$ cat config.mk
export PLATFORM = sky130hd
export DESIGN_NAME = logic_gate_unit
export DESIGN_NICKNAME = d
export VERILOG_FILES = /design/src/rtl/logic_gate_unit.sv
export SDC_FILE = /design/constraint.sdc
export NUM_CORES = 1
export LEC_CHECK = 0
export CORE_ASPECT_RATIO = 0.8
export CORE_MARGIN = 10
export CORE_UTILIZATION = 43
export CTS_CLUSTER_SIZE = 8
export DETAILED_ROUTE_END_ITERATION = 6
export PLACE_DENSITY_LB_ADDON = 0.08
export SYNTH_ARGS = -nofsm -noshare
export SYNTH_HDL_FRONTEND = slang
export SYNTH_SLANG_ARGS = --single-unit
$ cat constraint.sdc
create_clock -name clk -period 5.25 [get_ports clk]
set_clock_uncertainty 0.1 [all_clocks]
set_input_delay 0.7875 -clock clk [delete_from_list [all_inputs] [get_ports clk]]
set_output_delay 0.7875 -clock clk [all_outputs]
set_load 0.1 [all_outputs]
$ cat src/rtl/logic_gate_unit.sv
// logic_gate_unit
//   Registered two-operand bitwise logic unit. Each transaction selects one
//   of eight gate functions (AND, OR, NOT A, NOR, NAND, XOR, XNOR, NOT B)
//   through a 3-bit opcode. Results are queued in a 2-entry output buffer
//   with valid/ready handshakes on both sides. A saturating counter records
//   the number of accepted operations.
//
//   Optional feature macro: LGU_REDUCE_EN
//     When defined, the outputs red_and / red_or / red_xor are added. They
//     carry the AND, OR and XOR reductions of the head result. These bits are
//     computed at push time and buffered alongside each entry.
module logic_gate_unit #(
  parameter int WIDTH = 8,
  parameter int CNT_W = 16
) (
  input  logic             clk,
  input  logic             rst,
  input  logic             in_valid,
  output logic             in_ready,
  input  logic [WIDTH-1:0] in_a,
  input  logic [WIDTH-1:0] in_b,
  input  logic [2:0]       in_op,
  output logic             out_valid,
  input  logic             out_ready,
  output logic [WIDTH-1:0] out_y,
  output logic [2:0]       out_op,
  output logic [CNT_W-1:0] op_count
`ifdef LGU_REDUCE_EN
  ,
  output logic             red_and,
  output logic             red_or,
  output logic             red_xor
`endif
);

  // Opcode encoding
  localparam logic [2:0] OP_AND  = 3'd0;
  localparam logic [2:0] OP_OR   = 3'd1;
  localparam logic [2:0] OP_NOTA = 3'd2;
  localparam logic [2:0] OP_NOR  = 3'd3;
  localparam logic [2:0] OP_NAND = 3'd4;
  localparam logic [2:0] OP_XOR  = 3'd5;
  localparam logic [2:0] OP_XNOR = 3'd6;
  localparam logic [2:0] OP_NOTB = 3'd7;

  // Buffer occupancy values
  localparam logic [1:0] OCC_EMPTY = 2'd0;
  localparam logic [1:0] OCC_ONE   = 2'd1;
  localparam logic [1:0] OCC_FULL  = 2'd2;

  localparam logic [CNT_W-1:0] CNT_MAX = {CNT_W{1'b1}};

  // ---------------------------------------------------------------------
  // Function datapath
  // Every opcode is expressed as a 2-input truth table indexed by
  // {a_bit, b_bit}. The same 4-bit table is then applied to every bit
  // lane, which is exactly a row of single-bit gates.
  // ---------------------------------------------------------------------
  logic [3:0]       truth_table;
  logic [WIDTH-1:0] result;

  // Select the truth table for the requested function
  always_comb begin
    truth_table = 4'b0000;
    case (in_op)
      OP_AND:  truth_table = 4'b1000;
      OP_OR:   truth_table = 4'b1110;
      OP_NOTA: truth_table = 4'b0011;
      OP_NOR:  truth_table = 4'b0001;
      OP_NAND: truth_table = 4'b0111;
      OP_XOR:  truth_table = 4'b0110;
      OP_XNOR: truth_table = 4'b1001;
      OP_NOTB: truth_table = 4'b0101;
      default: truth_table = 4'b0000;
    endcase
  end

  genvar gi;
  generate
    for (gi = 0; gi < WIDTH; gi = gi + 1) begin : g_lane
      // Each lane is independent: no carry or cross-bit interaction
      assign result[gi] = truth_table[{in_a[gi], in_b[gi]}];
    end
  endgenerate

  // ---------------------------------------------------------------------
  // Handshake and occupancy control
  // ---------------------------------------------------------------------
  logic [1:0] count_reg;
  logic [1:0] count_next;
  logic       out_valid_reg;
  logic       push;
  logic       pop;
  logic       head_load;
  logic       head_from_tail;
  logic       tail_load;

  // Ready comes only from the occupancy register and reset. out_ready is
  // deliberately not used, so no combinational ready path exists.
  assign in_ready = (count_reg < OCC_FULL) & ~rst;
  assign push     = in_valid & in_ready;
  assign pop      = out_valid_reg & out_ready;

  // Decide how the head/tail slots move for this cycle's push/pop mix
  always_comb begin
    count_next     = count_reg;
    head_load      = 1'b0;
    head_from_tail = 1'b0;
    tail_load      = 1'b0;
    case ({push, pop})
      2'b10: begin
        count_next = count_reg + 2'd1;
        if (count_reg == OCC_EMPTY) begin
          head_load = 1'b1;
        end else begin
          tail_load = 1'b1;
        end
      end
      2'b01: begin
        count_next = count_reg - 2'd1;
        // When the only entry leaves, the head is left as-is so out_y
        // keeps showing the last result while the buffer is empty.
        if (count_reg == OCC_FULL) begin
          head_from_tail = 1'b1;
        end
      end
      2'b11: begin
        // A push requires count<2 and a pop requires count>0, so both
        // together means exactly one entry. The new result replaces it.
        head_load = 1'b1;
      end
      default: begin
        count_next = count_reg;
      end
    endcase
  end

  // Occupancy and registered out_valid
  always_ff @(posedge clk) begin
    if (rst) begin
      count_reg     <= OCC_EMPTY;
      out_valid_reg <= 1'b0;
    end else begin
      count_reg     <= count_next;
      out_valid_reg <= (count_next != OCC_EMPTY);
    end
  end

  // ---------------------------------------------------------------------
  // Buffer storage: head slot drives the outputs, tail slot queues behind
  // ---------------------------------------------------------------------
  logic [WIDTH-1:0] head_y_reg;
  logic [2:0]       head_op_reg;
  logic [WIDTH-1:0] tail_y_reg;
  logic [2:0]       tail_op_reg;

  // Head entry: loaded from the datapath or promoted from the tail
  always_ff @(posedge clk) begin
    if (rst) begin
      head_y_reg  <= '0;
      head_op_reg <= '0;
    end else if (head_load) begin
      head_y_reg  <= result;
      head_op_reg <= in_op;
    end else if (head_from_tail) begin
      head_y_reg  <= tail_y_reg;
      head_op_reg <= tail_op_reg;
    end
  end

  // Tail entry: only written when a push lands behind an occupied head
  always_ff @(posedge clk) begin
    if (rst) begin
      tail_y_reg  <= '0;
      tail_op_reg <= '0;
    end else if (tail_load) begin
      tail_y_reg  <= result;
      tail_op_reg <= in_op;
    end
  end

  assign out_valid = out_valid_reg;
  assign out_y     = head_y_reg;
  assign out_op    = head_op_reg;

`ifdef LGU_REDUCE_EN
  // ---------------------------------------------------------------------
  // Reduction flags, computed at push and carried with each entry
  // ---------------------------------------------------------------------
  logic [2:0] red_new;
  logic [2:0] head_red_reg;
  logic [2:0] tail_red_reg;

  assign red_new = {^result, |result, &result};

  // Reduction bits follow the same head/tail movement as the data
  always_ff @(posedge clk) begin
    if (rst) begin
      head_red_reg <= 3'b000;
      tail_red_reg <= 3'b000;
    end else begin
      if (head_load) begin
        head_red_reg <= red_new;
      end else if (head_from_tail) begin
        head_red_reg <= tail_red_reg;
      end
      if (tail_load) begin
        tail_red_reg <= red_new;
      end
    end
  end

  assign red_and = head_red_reg[0];
  assign red_or  = head_red_reg[1];
  assign red_xor = head_red_reg[2];
`endif

  // ---------------------------------------------------------------------
  // Accepted-operation counter, saturating at its maximum value
  // ---------------------------------------------------------------------
  logic [CNT_W-1:0] op_count_reg;

  // Count every accept, holding at the maximum instead of wrapping
  always_ff @(posedge clk) begin
    if (rst) begin
      op_count_reg <= '0;
    end else if (push && (op_count_reg != CNT_MAX)) begin
      op_count_reg <= op_count_reg + {{(CNT_W-1){1'b0}}, 1'b1};
    end
  end

  assign op_count = op_count_reg;

endmodule

# Word-level counts from Yosys, hierarchy flattened

Memories as Yosys holds them, arrays and structs flattened.
Index checks and enable logic that the tools add are counted.

Add/subtract/negate cells: 3
$mul: 0
Div/mod/pow operators: 0
Magnitude comparators: 9
Equality and inequality tests: 5
Shift operators: 0
Mux-type cells: 27
Bitwise gates (word level): 4
Reductions and logical operators: 4

Operators with widths:

| cell                    | number |
|---|---|
| $lt A2 B3 Y1 const B    | 8 |
| $add A16 B1 Y16 const B | 1 |
| $bmux W1 S2             | 8 |
| $mux W8                 | 2 |
| $ne A16 B16 Y1 const B  | 1 |
| $mux W1                 | 13 |
| $eq A2 B2 Y1 const B    | 3 |
| $mux W3                 | 2 |
| $pmux W2 S2             | 1 |
| $reduce_bool A2 Y1      | 2 |
| $and A1 B1 Y1           | 3 |
| $add A2 B1 Y2 const B   | 1 |
| $eq A2 B1 Y1 const B    | 1 |
| $logic_not A2 Y1        | 1 |
| $lt A2 B2 Y1 const B    | 1 |
| $pmux W1 S2             | 1 |
| $sub A2 B1 Y2 const B   | 1 |
| $logic_and A1 B1 Y1     | 1 |
| $not A1 Y1              | 1 |

Register bits after elaboration: 41
Latch bits: 0
Memory bits (writable): 0
ROM bits: 32
Word-level logic and storage cells: 60
Memories: 1

Memories:

| name            | words | bits a word | rd ports | clocked after memory_dff | write ports | RTL line | text |
|---|---|---|---|---|---|---|---|
| (no name shown) | 8     | 4           | 1        | 0                        | 0           | 65       | `case (in_op)` |

# Logic depth before layout (Yosys ltp)

Gate-level depths: netlist of run 1.

Word-level depth: 7
Mapped depth: 9

# Least setup slack after synthesis of run 1

Ideal clock, no wire load.

Kind: input to output
Start point: input port rst
End point: output port in_ready
Arrival time: 2.377 ns
Data required time: 4.363 ns
Setup slack: 1.986 ns
Stages: 3
Buffers on the path: 2
Path through: buf_6 > clkbuf_1 > nor2_1

Cells in the longest elaborated chain, start to end: 2

Ends and longest elaborated chain:

| what            | RTL line | text |
|---|---|---|
| start, declared | 17       | `input logic rst,` |
| $not A1 Y1      | 100      | `assign in_ready = (count_reg < OCC_FULL) & ~rst;` |
| $and A1 B1 Y1   | 100      |  |
| end, declared   | 19       | `output logic in_ready,` |

Every way passes these cells.

# Worst setup path after layout of run 1

Start point: input port rst
End point: register head_y_reg[6] (netlist: out_y[6])

Cells in the longest elaborated chain, start to end: 6
Elaborated cells between the ends (all ways): 10

Ends and longest elaborated chain:

| what                                                 | RTL line | text |
|---|---|---|
| $not A1 Y1                                           | 100      |  |
| $and A1 B1 Y1                                        | 100      |  |
| $and A1 B1 Y1                                        | 101      | `assign push = in_valid & in_ready;` |
| $eq A2 B2 Y1 / $eq A2 B1 Y1 (equally long branches)  | 110      | `case ({push, pop})` |
| $pmux W1 S2 / $mux W1 (equally long branches)        | 110      |  |
| $mux W8 / $reduce_bool A2 Y1 (equally long branches) | -        |  |
| end signal, assigned                                 | 163      | `head_y_reg <= result;` |
| end signal, assigned                                 | 166      | `head_y_reg <= tail_y_reg;` |
| end, declared                                        | 152      | `logic [WIDTH-1:0] head_y_reg;` |

Parallel ways exist; a longest one is shown, timed or not.
A chain may end at the register's enable or synchronous reset.

==> results of run 1 <==
per-layer routing:
| metal | share of wire, % | GRT usage (%) | routed length, microns |
|---|---|---|---|
| met1 | 50 | 17.09 | 2728 |
| met2 | 44 | 19.80 | 2427 |
| met3 | 5.2 | 4.222 | 286 |
| met4 | 0.33 | 3.121 | 18 |
| met5 | 0 | 0 | 0 |
logic make-up after synthesis:
logic type | count (synthesis)
adders and majority gates | 8
AOI/OAI and AO/OA | 54
buffers and inverters | 20
xor gates and xnor gates | 12
DFF | 41
and+or+nand+nor | 98
muxes | 22
worst max-delay path, cell delays in order:
cell and delay [ns]:
clkdlybuf4s50_1 0.46, buf_4 0.40, nor3b_4 0.14, inv_2 0.11
ha_1 0.18, nand2_1 0.07, nor2_1 0.62, nand2_1 0.13
a31o_2 0.26, a21oi_1 0.11
cells in the mapped netlist (all sizes together) (7+ instances only):
cell type	n	share of area, %
nor2	43	7.4
dfxtp	41	38
a21oi	25	5.8
nand2	25	4.3
mux2i	14	6.4
a211oi	13	5.2
xnor2	10	4.0
clkbuf	9	1.6
ha	8	4.6
inv	8	1.4
mux2	8	4.1
a221oi	7	2.8
through the flow:
| step | power [mW] | instance area [sq um] | worst slack, ns | hold slack (ns) |
|---|---|---|---|---|
| after floorplan | 0.7302 | 2173 | 1.986 | 0.3542 |
| after global placement | 0.8327 | 2719 | 1.882 | 0.3605 |
| after detailed placement | 0.8390 | 2719 | 1.796 | 0.3670 |
| after CTS | 1.099 | 2835 | 2.087 | 0.3780 |
| after global routing | 1.143 | 2835 | 1.862 | 0.3958 |
| final | 1.091 | 2835 | 2.080 | 0.3774 |
how the worst max path moves through the flow:
stage	startpoint	end	slack, ns	cells past startpoint
floorplan	rst	in_ready	1.99	3
global placement	rst	out_y[6]	1.88	10
detailed placement	rst	out_y[3]	1.80	9
CTS	rst	out_y[6]	2.09	10
global route	rst	out_y[3]	1.86	9
finish	rst	out_y[6]	2.08	10
cell type report:
cell class	count	area, sq um	area share, %
clock buffer	7	86.33	3.045
clock inverter	1	30.03	1.059
tap	62	77.57	2.736
sequential	41	820.8	28.95
timing repair buffer	53	523.0	18.45
multi-input combinational	194	1267	44.70
inverter	8	30.03	1.059
power groups by stage:
stage / Clock, mW / Sequential (mW) / Combinational, mW
after global placement: 0 / 0.393 / 0.439
final: 0.259 / 0.388 / 0.444
after detailed placement: 0 / 0.394 / 0.445
after CTS: 0.264 / 0.388 / 0.446
after global routing: 0.276 / 0.394 / 0.473
after floorplan: 0 / 0.581 / 0.149
==> qor.csv, run 1 <==
metric,value,unit
p_per_area,384.9,mW/mm^2
seqPwrFrac,35.6,%
tightest_slew,0.9785,ns
htree_num_levels,2,
ant_nets,0,
drive_gt1_share,8.882,%
synth_seq_cells,41,
wl_per_cell,14.92,microns
insertion_delay,0.29,ns
fill_cells,465,
synth_top_family_by_area,simple AND/OR/NAND/NOR gates,
holdPathEnd,out_y[7],
power_frac_clock,23.7,%
viasPerCell,5.383,
r2r_start,count_reg[1],
synth_xor_area_share,4.836,%
rsz0062_at_grt,no,
period_share,60.39,%
layout_commonest_cell,clkdlybuf4s50_1,
final_cell_mix,"50 x clkdlybuf4s50_1, 43 x nor2_1, 41 x dfxtp_1",
grt.total_usage,12.97,%
seq_area_frac_synth,37.77,%
status,"complete, no violations",
synth_compound_area_share,16.98,%
drtIter0Drc,127,
vdd_ir_drop_max,0.0002780,V
startpoint_type,input pin,
p_leak,0.9986,nW
diodes,0,
arrival,3.29,ns
setup_violations,0,
hold_buffers,0,
cts.sinks,41,
p_comb_share,40.7,%
area_growth,30.45,%
synthMuxAreaShare,10.59,%
syn_avg_cell_area,8.523,sq um
reg2reg_depth,8,
syn_area,0.002173,sq mm
post_cts_buffers,0,
synth_adder_area_share,4.606,%
async_flop_share,0,%
io_pins,52,
dp_hpwl,3995,microns
synth.distinct_cells,36,
placementRows,23,
core,0.004950,sq mm
final_util,57.28,%
grt-ovfl-total,0,
drv_slew,0,
required,5.37,ns
synth_edf_count,0,
syn_inst,255,
syn_nets,286,
fin_setup_tns,0,ns
synth_warnings,0,
finalHoldViolations,0,
clockBufferDepth,2,
critPathCaptureType,flip-flop,
grt_pass1_vias,1906,
slew_headroom,34.56,%
power.net_switching,0.4531,mW
rr_endpoint,out_y[6],
grt_max_degree,45,
port_buffers,51,
dieHeight,83.59,microns
internal-power,0.6381,mW
critPathKind,input pin to flip-flop,
fin_nets,334,
start_util,43.91,%
num_vias,1970,
cts_inserted_buffers,5,
crit_fanout,44,
sw_frac_of_total,41.52,%
largest_reg_flops,16,
fp.dieW,99.49,microns
totalWireLength,5460,microns
max_freq,0.3154,GHz
clkSlewWorstSetupHoldPaths,0.08,ns
cts_resized,0,
cts_tree,done,
holdCritPathClass,flip-flop to flip-flop,
root_buffer,clkbuf_8,
grt_pass1_wl,9163,microns
hold_start,out_y[7],
maxCapViolations,0,
layout.cells.non_filler,366,
antenna_found_initial,0,
r2r_slack,2.99,ns
place_inst,358,
fin_crit,3.170,ns
route.detailed.drc,0,
routabilityCongestion,0.8203,
dr.pass1.iters,4,
synthFlopType,dfxtp_1,
post_synth_and_or_nand_nor_area_fraction,21.30,%
whs_path_depth,2,
die_area,0.008315,sq mm
Power figures use the tool's default switching activity.
==> inputs of run 2 (changes only) <==
==> constraint.sdc (replaced) <==
create_clock -name clk -period 3 [get_ports clk]
set_clock_uncertainty 0.1 [all_clocks]
set_input_delay 0.45 -clock clk [delete_from_list [all_inputs] [get_ports clk]]
set_output_delay 0.45 -clock clk [all_outputs]
set_load 0.1 [all_outputs]
==> qor.csv, run 2 (synthesis gave the netlist of run 1 again) <==
metric,value,unit
vdd_ir_drop_max,0.0006285,V
dieHeight,83.59,microns
required,2.45,ns
io_pins,52,
seqCellArea,820.8,sq um
die_area,0.008315,sq mm
root_buffer,clkbuf_8,
route.detailed.drc,0,
maxCapViolations,0,
antenna_found_initial,0,
htree_num_levels,2,
power,1.809,mW
hold_buffers,0,
fin_nets,339,
diodes,0,
startpoint_type,input pin,
grt.total_usage,12.80,%
cts_tree,done,
period_share,78.67,%
max_freq,0.4237,GHz
clkSlewWorstSetupHoldPaths,0.07,ns
area_growth,28.15,%
cts_resized,0,
drive_gt1_share,19.16,%
ant_nets,0,
grt_max_degree,44,
r2r_start,op_count[0],
finalHoldViolations,0,
fp.dieW,99.49,microns
drtIter0Drc,116,
holdWs,0.3789,ns
grt_pass1_wl,9059,microns
drv_slew,0,
routabilityCongestion,0.8032,
rsz0062_at_grt,no,
cts.sinks,41,
slew_headroom,61.55,%
p_per_area,649.3,mW/mm^2
crit_fanout,43,
cp-startpoint,rst,
dr.pass1.iters,4,
tightest_slew,0.5715,ns
crit_slowest_cell,clkdlybuf4s50_1,
final_cell_mix,"43 x nor2_1, 41 x dfxtp_1, 35 x buf_4",
arrival,1.81,ns
wl_per_cell,14.39,microns
num_vias,1941,
multi_input_area,0.001267,sq mm
largest_reg_flops,16,
grt-ovfl-total,0,
p_leak,1.067,nW
grt.busiest_layer,met2,
path_cells,"clkdlybuf4s50_1, buf_4, nor2_1, buf_12",
post_cts_buffers,0,
holdCritPathClass,flip-flop to flip-flop,
port_buffers,51,
use_met1,17.83,%
gr-usage-met3,3.891,%
viasPerCell,5.246,
fill_cells,474,
grt_pass1_vias,1836,
core,0.004950,sq mm
totalWireLength,5326,microns
critPathKind,input pin to primary output,
insertion_delay,0.28,ns
clockBufferDepth,2,
fin_setup_tns,0,ns
grtUsageMet2,18.32,%
setup_violations,0,
placementRows,23,
cts_inserted_buffers,5,
status,"complete, no violations",
layout_commonest_cell,nor2_1,
critPathCaptureType,primary output,
dp_hpwl,4039,microns
fin_crit,2.360,ns
hold_start,out_y[4],
start_util,43.91,%
slowest_delay,0.57,ns
run 2: cell types whose count changed in the layout (fill, tap and decap cells not counted), sizes merged:
cell | previous run | this run
clkdlybuf4s50 | 50 | 22
buf | 3 | 36
bufinv | 1 | 0
run 2: metal layers:
metal | vias to the layer above | routed length (microns)
met2 | 48 | 2247
li1 | 1011 | -
met3 | 2 | 351
met5 | - | 0
met4 | 0 | 21
met1 | 880 | 2704
run 2: stage by stage:
| step | util, % | area (sq um) | cells | setup WS, ns |
|---|---|---|---|---|
| 6_report | 56.27 | 2785 | 370 | 0.6399 |
| 4_1_cts | 56.27 | 2785 | 370 | 0.6353 |
| 2_1_floorplan | - | 2173 | 255 | 0.4109 |
| 3_3_place_gp | 54.52 | 2699 | 363 | 0.4606 |
| 3_5_place_dp | 54.52 | 2699 | 363 | 0.4228 |
| 5_1_grt | 56.27 | 2785 | 370 | 0.5376 |
run 2: layout make-up:
type / instances / area share, %
multi-input cells: 194 / 45.51
inverters: 8 / 1.078
well taps: 62 / 2.785
flip-flops and latches: 41 / 29.47
repair buffers: 58 / 18.06
clock buffers: 7 / 3.100
run 2: path summary, 6_finish.rpt:
path / slack [ns] / to / cells after the start
worst min-delay path: 0.38 / out_y[4] / 2
worst max register to register: 0.96 / op_count[12] / 5
worst max-delay path: 0.64 / in_ready / 4
worst min register to register: 0.38 / out_y[4] / 2
run 2: power by group:
group,total [mW],internal (mW),switching (mW)
Combinational,0.774,0.219,0.555
Sequential,0.678,0.622,0.0563
Clock,0.356,0.183,0.174
Total,1.81,1.02,0.785
run 2: worst max-delay path: cells and delay by family:
family	cells	cell delay, ns
buffers and inverters	3	1.19
and+or+nand+nor	1	0.15
